<file path="src/rtl/pipe_hazard_ctrl_if.sv">
// Hazard-controller port bundle: ID-stage instruction description in, stall/flush/forward controls out.
// master = pipeline side driving the ID fields, slave = hazard controller.
interface pipe_hazard_ctrl_if #(
    parameter int REG_AW = 5,
    parameter int MC_W   = 6,
    parameter int FSW    = 2
);
    logic              id_valid;
    logic [REG_AW-1:0] id_rs1;
    logic [REG_AW-1:0] id_rs2;
    logic              id_rs1_used;
    logic              id_rs2_used;
    logic [REG_AW-1:0] id_rd;
    logic              id_rf_we;
    logic              id_is_load;
    logic [MC_W-1:0]   id_mc_len;
    logic              ex_redirect;
    logic [FSW-1:0]    fwd_sel1;
    logic [FSW-1:0]    fwd_sel2;
    logic              stall_if;
    logic              stall_id;
    logic              flush_id;
    logic              mc_busy;
    logic [31:0]       perf_stall;
    logic [31:0]       perf_flush;

    modport master (
        output id_valid, id_rs1, id_rs2, id_rs1_used, id_rs2_used, id_rd,
               id_rf_we, id_is_load, id_mc_len, ex_redirect,
        input  fwd_sel1, fwd_sel2, stall_if, stall_id, flush_id, mc_busy,
               perf_stall, perf_flush
    );

    modport slave (
        input  id_valid, id_rs1, id_rs2, id_rs1_used, id_rs2_used, id_rd,
               id_rf_we, id_is_load, id_mc_len, ex_redirect,
        output fwd_sel1, fwd_sel2, stall_if, stall_id, flush_id, mc_busy,
               perf_stall, perf_flush
    );
endinterface

</file>
<file path="src/rtl/pipe_hazard_ctrl.sv">
// Hazard/forwarding controller: EX..WB destination scoreboard, load-use and multi-cycle stalls, redirect flush.
// Optional stall/redirect performance counters are built when HAZ_PERF_EN is defined.
module pipe_hazard_ctrl #(
    parameter int REG_AW   = 5,
    parameter int LOAD_LAT = 1,
    parameter int MC_W     = 6
) (
    input logic               clk,
    input logic               rst_n,
    pipe_hazard_ctrl_if.slave hz
);
    localparam int NSTG = LOAD_LAT + 2;
    localparam int FSW  = $clog2(NSTG + 1);

    typedef struct packed {
        logic              vld;
        logic [REG_AW-1:0] rd;
        logic              we;
        logic              ld;
    } entry_t;

    entry_t [NSTG-1:0] sb;
    logic [MC_W-1:0]   mc_cnt;

    logic [FSW-1:0] sel1, sel2;
    logic           lu1, lu2;
    logic           mc_busy, redir, load_use, hold, stall, accept;
    entry_t         id_entry;

    // Scan oldest to youngest so the youngest matching producer wins; returns {load_use, sel}.
    function automatic logic [FSW:0] lookup(input entry_t [NSTG-1:0] e,
                                            input logic [REG_AW-1:0] rs,
                                            input logic used);
        logic [FSW-1:0] sel;
        logic           lu;
        sel = '0;
        lu  = 1'b0;
        for (int k = NSTG - 1; k >= 0; k--) begin
            if (used && (rs != '0) && e[k].vld && e[k].we && (e[k].rd == rs)) begin
                sel = FSW'(k + 1);
                lu  = e[k].ld && (k < LOAD_LAT);
            end
        end
        return {lu, sel};
    endfunction

    function automatic logic [31:0] sat_inc(input logic [31:0] v);
        return (v == 32'hFFFF_FFFF) ? v : v + 32'd1;
    endfunction

    assign {lu1, sel1} = lookup(sb, hz.id_rs1, hz.id_rs1_used);
    assign {lu2, sel2} = lookup(sb, hz.id_rs2, hz.id_rs2_used);

    assign mc_busy  = (mc_cnt != '0);
    // A redirect cannot be resolved while EX is occupied by a multi-cycle op.
    assign redir    = hz.ex_redirect && !mc_busy;
    assign load_use = lu1 || lu2;
    assign hold     = load_use || mc_busy;
    assign stall    = hold && !redir;
    assign accept   = hz.id_valid && !stall && !redir;

    assign id_entry = '{vld: 1'b1, rd: hz.id_rd, we: hz.id_rf_we, ld: hz.id_is_load};

    assign hz.fwd_sel1 = hold ? '0 : sel1;
    assign hz.fwd_sel2 = hold ? '0 : sel2;
    assign hz.stall_if = stall;
    assign hz.stall_id = stall;
    assign hz.flush_id = redir;
    assign hz.mc_busy  = mc_busy;

    // Scoreboard advance: EX freezes under a multi-cycle op and MEM receives bubbles.
    always_ff @(posedge clk or negedge rst_n) begin
        if (!rst_n) begin
            sb     <= '0;
            mc_cnt <= '0;
        end else if (mc_busy) begin
            sb[1]  <= '0;
            for (int k = 2; k < NSTG; k++) sb[k] <= sb[k-1];
            mc_cnt <= mc_cnt - MC_W'(1);
        end else begin
            sb[0] <= accept ? id_entry : '0;
            for (int k = 1; k < NSTG; k++) sb[k] <= sb[k-1];
            if (accept) mc_cnt <= hz.id_mc_len;
        end
    end

`ifdef HAZ_PERF_EN
    logic [31:0] perf_stall_q, perf_flush_q;

    always_ff @(posedge clk or negedge rst_n) begin
        if (!rst_n) begin
            perf_stall_q <= '0;
            perf_flush_q <= '0;
        end else begin
            if (stall) perf_stall_q <= sat_inc(perf_stall_q);
            if (redir) perf_flush_q <= sat_inc(perf_flush_q);
        end
    end

    assign hz.perf_stall = perf_stall_q;
    assign hz.perf_flush = perf_flush_q;
`else
    assign hz.perf_stall = '0;
    assign hz.perf_flush = '0;
`endif
endmodule
</file>
<file path="src/flat_wrapper.sv">
// flat-port wrapper written by rule: the top's interface ports become plain ports
module pipe_hazard_ctrl_flat 
#(
    parameter int REG_AW   = 5,
    parameter int LOAD_LAT = 1,
    parameter int MC_W     = 6
)
  (clk, rst_n, hz_id_valid, hz_id_rs1, hz_id_rs2, hz_id_rs1_used, hz_id_rs2_used, hz_id_rd, hz_id_rf_we, hz_id_is_load, hz_id_mc_len, hz_ex_redirect, hz_fwd_sel1, hz_fwd_sel2, hz_stall_if, hz_stall_id, hz_flush_id, hz_mc_busy, hz_perf_stall, hz_perf_flush);
  pipe_hazard_ctrl_if #(.REG_AW(REG_AW), .MC_W(MC_W)) hz_i ();
  input logic clk;
  input logic rst_n;
  input wire logic [$bits(hz_i.id_valid)-1:0] hz_id_valid;
  input wire logic [$bits(hz_i.id_rs1)-1:0] hz_id_rs1;
  input wire logic [$bits(hz_i.id_rs2)-1:0] hz_id_rs2;
  input wire logic [$bits(hz_i.id_rs1_used)-1:0] hz_id_rs1_used;
  input wire logic [$bits(hz_i.id_rs2_used)-1:0] hz_id_rs2_used;
  input wire logic [$bits(hz_i.id_rd)-1:0] hz_id_rd;
  input wire logic [$bits(hz_i.id_rf_we)-1:0] hz_id_rf_we;
  input wire logic [$bits(hz_i.id_is_load)-1:0] hz_id_is_load;
  input wire logic [$bits(hz_i.id_mc_len)-1:0] hz_id_mc_len;
  input wire logic [$bits(hz_i.ex_redirect)-1:0] hz_ex_redirect;
  output wire logic [$bits(hz_i.fwd_sel1)-1:0] hz_fwd_sel1;
  output wire logic [$bits(hz_i.fwd_sel2)-1:0] hz_fwd_sel2;
  output wire logic [$bits(hz_i.stall_if)-1:0] hz_stall_if;
  output wire logic [$bits(hz_i.stall_id)-1:0] hz_stall_id;
  output wire logic [$bits(hz_i.flush_id)-1:0] hz_flush_id;
  output wire logic [$bits(hz_i.mc_busy)-1:0] hz_mc_busy;
  output wire logic [$bits(hz_i.perf_stall)-1:0] hz_perf_stall;
  output wire logic [$bits(hz_i.perf_flush)-1:0] hz_perf_flush;
  assign hz_i.id_valid = hz_id_valid;
  assign hz_i.id_rs1 = hz_id_rs1;
  assign hz_i.id_rs2 = hz_id_rs2;
  assign hz_i.id_rs1_used = hz_id_rs1_used;
  assign hz_i.id_rs2_used = hz_id_rs2_used;
  assign hz_i.id_rd = hz_id_rd;
  assign hz_i.id_rf_we = hz_id_rf_we;
  assign hz_i.id_is_load = hz_id_is_load;
  assign hz_i.id_mc_len = hz_id_mc_len;
  assign hz_i.ex_redirect = hz_ex_redirect;
  assign hz_fwd_sel1 = hz_i.fwd_sel1;
  assign hz_fwd_sel2 = hz_i.fwd_sel2;
  assign hz_stall_if = hz_i.stall_if;
  assign hz_stall_id = hz_i.stall_id;
  assign hz_flush_id = hz_i.flush_id;
  assign hz_mc_busy = hz_i.mc_busy;
  assign hz_perf_stall = hz_i.perf_stall;
  assign hz_perf_flush = hz_i.perf_flush;
  pipe_hazard_ctrl #(.REG_AW(REG_AW), .LOAD_LAT(LOAD_LAT), .MC_W(MC_W)) u_core (.clk(clk), .rst_n(rst_n), .hz(hz_i));
endmodule
</file>
<file path="config.mk">
export PLATFORM = sky130hd
export DESIGN_NAME = pipe_hazard_ctrl_flat
export DESIGN_NICKNAME = d
export VERILOG_FILES = /design/src/rtl/pipe_hazard_ctrl_if.sv /design/src/rtl/pipe_hazard_ctrl.sv /design/src/flat_wrapper.sv
export SDC_FILE = /design/constraint.sdc
export NUM_CORES = 1
export LEC_CHECK = 0
export CAP_MARGIN = 20
export CORE_MARGIN = 2
export CORE_UTILIZATION = 41
export CTS_CLUSTER_SIZE = 28
export DETAILED_ROUTE_END_ITERATION = 6
export GPL_ROUTABILITY_DRIVEN = 1
export PLACE_DENSITY = 0.8
export SLEW_MARGIN = 20
export SYNTH_ARGS = -nofsm -noshare
export SYNTH_HDL_FRONTEND = slang
export SYNTH_SLANG_ARGS = --single-unit
</file>
<file path="constraint.sdc">
create_clock -name clk -period 3.55 [get_ports clk]
set_input_delay 0.8875 -clock clk [delete_from_list [all_inputs] [get_ports clk]]
set_output_delay 0.8875 -clock clk [all_outputs]
set_load 0.005 [all_outputs]
</file>
---- After elaboration in Yosys (flattened, before gate mapping) ----
Cells that the tools add are included.
operators by class
  add/subtract/negate cells ............... 1
  equality and inequality tests ........... 6
  mux-type cells .......................... 14
  reductions and logical operators ........ 33
operators with widths
  cell                 count
  $eq 5x5->1           6
  $logic_and 1x1->1    24
  $mux 2               8
  $mux 8               2
  $mux 6               2
  $reduce_bool 5->1    2
  $reduce_bool 6->1    1
  $sub 6x1->6 const B  1
  $logic_not 1->1      3
  $logic_or 1x1->1     2
  $mux 1               2
  $reduce_bool 2->1    1
word-level totals
  register bits ........................... 28
  bits of input ports ..................... 29
  output and inout bits ................... 72
  word-level logic and storage cells ...... 65

---- Logic depth before layout (Yosys ltp) ----
  word-level depth ........................ 14
  mapped depth ............................ 8
  depth with buffers taken out ............ 8

---- Worst setup path before layout ----
No wires, ideal clock.
  path kind ............................... input -> output
  start point ............................. in hz_id_rs1[4]
  end point ............................... out hz_fwd_sel1[1]
  arrival time ............................ 2.265 ns
  data required time ...................... 2.663 ns
  setup slack ............................. 0.398 ns
  stages .................................. 6
  path buffers ............................ 0
  cells stage by stage .................... or4_1 -> o21ai_2 -> nor3_1 -> o21ai_4 -> nand2_2 -> nor3b_1
between the ends
  cells in the longest elaborated chain, start to end .. 9
  elaborated cells between the ends (all ways) .. 21
  classes of those cells .................. eq/ne (3); mux (5); reduce/logical (13)
RTL lines
  what                                               line                                            text
  from (decl)                                        flat_wrapper.sv:13                              input wire logic [$bits(hz_i.id_rs1)-1:0] hz_id_rs1;
  $reduce_bool 5->1                                  pipe_hazard_ctrl.sv:39                          if (used && (rs != '0) && e[k].vld && e[k].we && (e[k].rd == rs)) begin
  $logic_and 1x1->1 (4 in a row)                     pipe_hazard_ctrl.sv:39
  $mux 2 / $mux 1 (equally long branches)            pipe_hazard_ctrl.sv:39
  $mux 2 / $logic_or 1x1->1 (equally long branches)  pipe_hazard_ctrl.sv:39, pipe_hazard_ctrl.sv:57
  $mux 2 / $logic_or 1x1->1 (equally long branches)  pipe_hazard_ctrl.sv:39, pipe_hazard_ctrl.sv:58
  $mux 2 *                                           pipe_hazard_ctrl.sv:64                          assign hz.fwd_sel1 = hold ? '0 : sel1;
  to (decl)                                          flat_wrapper.sv:22                              output wire logic [$bits(hz_i.fwd_sel1)-1:0] hz_fwd_sel1;
Every way passes the cells marked *; elsewhere a longest branch is shown, timed or not.

---- Final worst setup path ----
  start point ............................. in hz_id_rs1[0]
  end point ............................... out hz_fwd_sel2[1]
between the ends
  cells in the longest elaborated chain, start to end .. 9
  elaborated cells between the ends (all ways) .. 10
  classes of those cells .................. eq/ne (1); mux (2); reduce/logical (7)
RTL lines
  what                            line                    text
  $reduce_bool 5->1               pipe_hazard_ctrl.sv:39
  $logic_and 1x1->1 (3 in a row)  pipe_hazard_ctrl.sv:39
  $logic_and 1x1->1 *             pipe_hazard_ctrl.sv:39
  $mux 1 *                        pipe_hazard_ctrl.sv:39
  $logic_or 1x1->1 *              pipe_hazard_ctrl.sv:57  assign load_use = lu1 || lu2;
  $logic_or 1x1->1 *              pipe_hazard_ctrl.sv:58  assign hold = load_use || mc_busy;
  $mux 2 *                        pipe_hazard_ctrl.sv:65  assign hz.fwd_sel2 = hold ? '0 : sel2;
  to (decl)                       flat_wrapper.sv:23      output wire logic [$bits(hz_i.fwd_sel2)-1:0] hz_fwd_sel2;
Marks and branches as above.

==> out/qor.csv <==
metric;value;unit
outcome;finished, final reports clean;
die_h;74.2;um
finalWorstSetupSlack;71.3;ps
vias;1505;
end_kind;primary output;
cts_sinks;28;
leakage;1.17;nW
tightest_slew;562;ps
grt_pass1_wl;6090;um
ir_worst_vdd;0.000206;V
power_frac_seq;0.460;
power_density;460;mW/mm2
core_area;0.00472;mm2
p_switching;415;uW
slew_viol_final;0;
ys_seq_elements;28;
met2_usage;0.239;
ios;101;
arrival;2590;ps
rsz0062_at_grt;false;
vias_per_cell;4.29;
n_antenna_cell;0;
antenna_left;0;
numCtsBuffers;3;
async_reset_ff_frac;1.00;
drive_above_1_share;0.162;
yosysSeqAreaShare;0.347;
die_w;74.2;um
initial_utilization;0.428;
drtIter0Drc;39;
synth.most_common_cell;buf_4;
cts-root-buf;clkbuf_8;
reg2reg_depth;8;
wl_per_cell;11.4;um
clk_path_buf_depth;2;
yosysUniqueCellTypes;34;
hold_path_depth;0;
die_area;0.00551;mm2
place.detailed.hpwl;3320;um
n_fill_cell;457;
worstPathRequired;2660;ps
period_share;0.980;
grt_usage;0.147;
synth-edff-count;0;
r2r-end;u_core.mc_cnt[1];
hold_path.class;reg2reg;
netlist_top_cells_count;65 x buf_4, 28 x dfrtp_1, 28 x xnor2_1;
yosysTopAreaCell;dfrtp_1;
grt_max_degree;29;
cp-start-kind;input port;
grt_pass1_vias;1329;
yosysTopAreaCellShare;0.347;
grt-busiest-layer;met2;
crit_type;in2out;
hold_end;u_core.sb[23];
grt_overflow;0;
area_growth;22.3;%
switching_share;0.364;
met3_usage;0.0163;
num_rows;25;
cts.clk_slew.worst_paths;90;ps
p_int;723;uW
nets;315;
hold_ws;385;ps
fin_skew;6.00;ps
clkPwrFrac;0.168;
min_period;3480;ps
hp-start;u_core.sb[15];
drv_cap;0;
yosysWarnings;0;
drc;0;
drt-pass1-iter-count;4;
preCtsSetupSlack;-594;ps
postLayoutCoreUtil;0.523;
ys.flop_type;dfrtp_1;
cts_tree;built;
use_met1;0.198;
fmax;0.287;GHz
grt_antenna_before_repair;0;
wl;4010;um
synth.avg_cell_area;8.94;um2
htree_levels;1;
port_buffers;36;
worstSkewPairLatency;270;ps
cp_max_fo;4;
finalHoldViolations;0;
synth_area_leaders;dfrtp_1 35%, buf_4 24%, xnor2_1 12%;
cts-hold-fix-buffers;0;
relSlewSlack;0.625;
gp_congestion;0.858;
power_frac_comb;0.372;
synthesis.area;0.00202;mm2
rrSetupSlack;1470;ps
setup_viol;0;
synthCells;226;
r2r_start;u_core.mc_cnt[0];
-- power by group through the flow --
| stage | clock (mW) | combinational, mW | sequential [mW] |
|---|---|---|---|
| floorplan | 0 | 0.345 | 0.494 |
| global placement | 0 | 0.397 | 0.524 |
| detailed placement | 0 | 0.407 | 0.530 |
| CTS | 0.196 | 0.423 | 0.524 |
| global route | 0.209 | 0.478 | 0.537 |
| finish | 0.191 | 0.423 | 0.524 |
-- state kept, by name (all words and copies together) (netlist names) --
| name | cells |
|---|---|
| u_core.mc_cnt | 6 |
| u_core.sb | 22 |
-- routing by layer --
metal  wire (um)  up-vias  part of all wire
met1        1750      700              0.44
met2        1930       57              0.48
li1            -      740                 -
met3         229        8             0.057
met5           0        -                 0
met4         102        0             0.025
-- logic make-up (layout without fill, tap and decap cells) --
logic type      Yosys count  after routing  share of synthesized area
compound gates           24             24                     0.0780
fa+ha+maj                 1              1                    0.00619
other cells               1             64                    0.00186
mux                       2              2                    0.00991
flops                    28             28                      0.347
xor+xnor                 32             32                      0.139
buf+inv                  73             68                      0.256
simple gates             65             65                      0.162
-- area by class of cell --
class | count | area [um2] | area share
well taps | 67 | 83.8 | 0.0339
repair buffers | 60 | 515 | 0.209
inverters | 4 | 15.0 | 0.00608
clock buffers | 4 | 55.1 | 0.0223
multi-input cells | 188 | 1100 | 0.446
flip-flops and latches | 28 | 701 | 0.284
-- metrics by stage --
step,power [mW],setup TNS (ps),area (um2),cells
finish,1.14,0,2470,351
global route,1.22,0,2470,351
CTS,1.14,0,2460,351
detailed placement,0.937,-2950,2360,344
global placement,0.921,-2650,2360,344
floorplan,0.839,0,2260,289
-- repair_timing --
| item | CTS | global route |
|---|---|---|
| endpoints found under the setup margin | 6 | 3 |
| buffers inserted | 3 | 0 |
| gates cloned | 0 | 0 |
| pin swaps | 8 | 6 |
| resized for setup | 40 | 6 |
-- cells in the final DEF, fill, tap and decap left out, types with 6 or more instances in the layout --
cell / instances
nand4_1: 6
buf_4: 22
dlygate4sd2_1: 10
and3_1: 8
xnor2_1: 28
clkdlybuf4s50_1: 19
conb_1: 64
dfrtp_1: 28
o21ai_1: 10
nor2_1: 7
nand2_1: 22
-- how the worst max path moves through the flow --
stage                             from        endpoint  slack, ps
after global routing      hz_id_rs1[4]  hz_fwd_sel2[1]          3
after global placement    hz_id_rs1[3]     hz_stall_id       -500
after detailed placement  hz_id_rs1[3]     hz_stall_id       -590
after CTS                 hz_id_rs1[2]  hz_fwd_sel1[0]         50
after floorplan           hz_id_rs1[4]  hz_fwd_sel1[1]        400
final                     hz_id_rs1[0]  hz_fwd_sel2[1]         70
-- critical path: stages --
cell           delay (ps)
dlygate4sd2_1         250
or4_4                 540
o21ai_4               180
nor3_4                 70
o21ai_4               170
nand2_2                80
buf_6                 150
nor3_2                130
buf_2                 130
No activity file was read; power rests on OpenSTA's default activity.
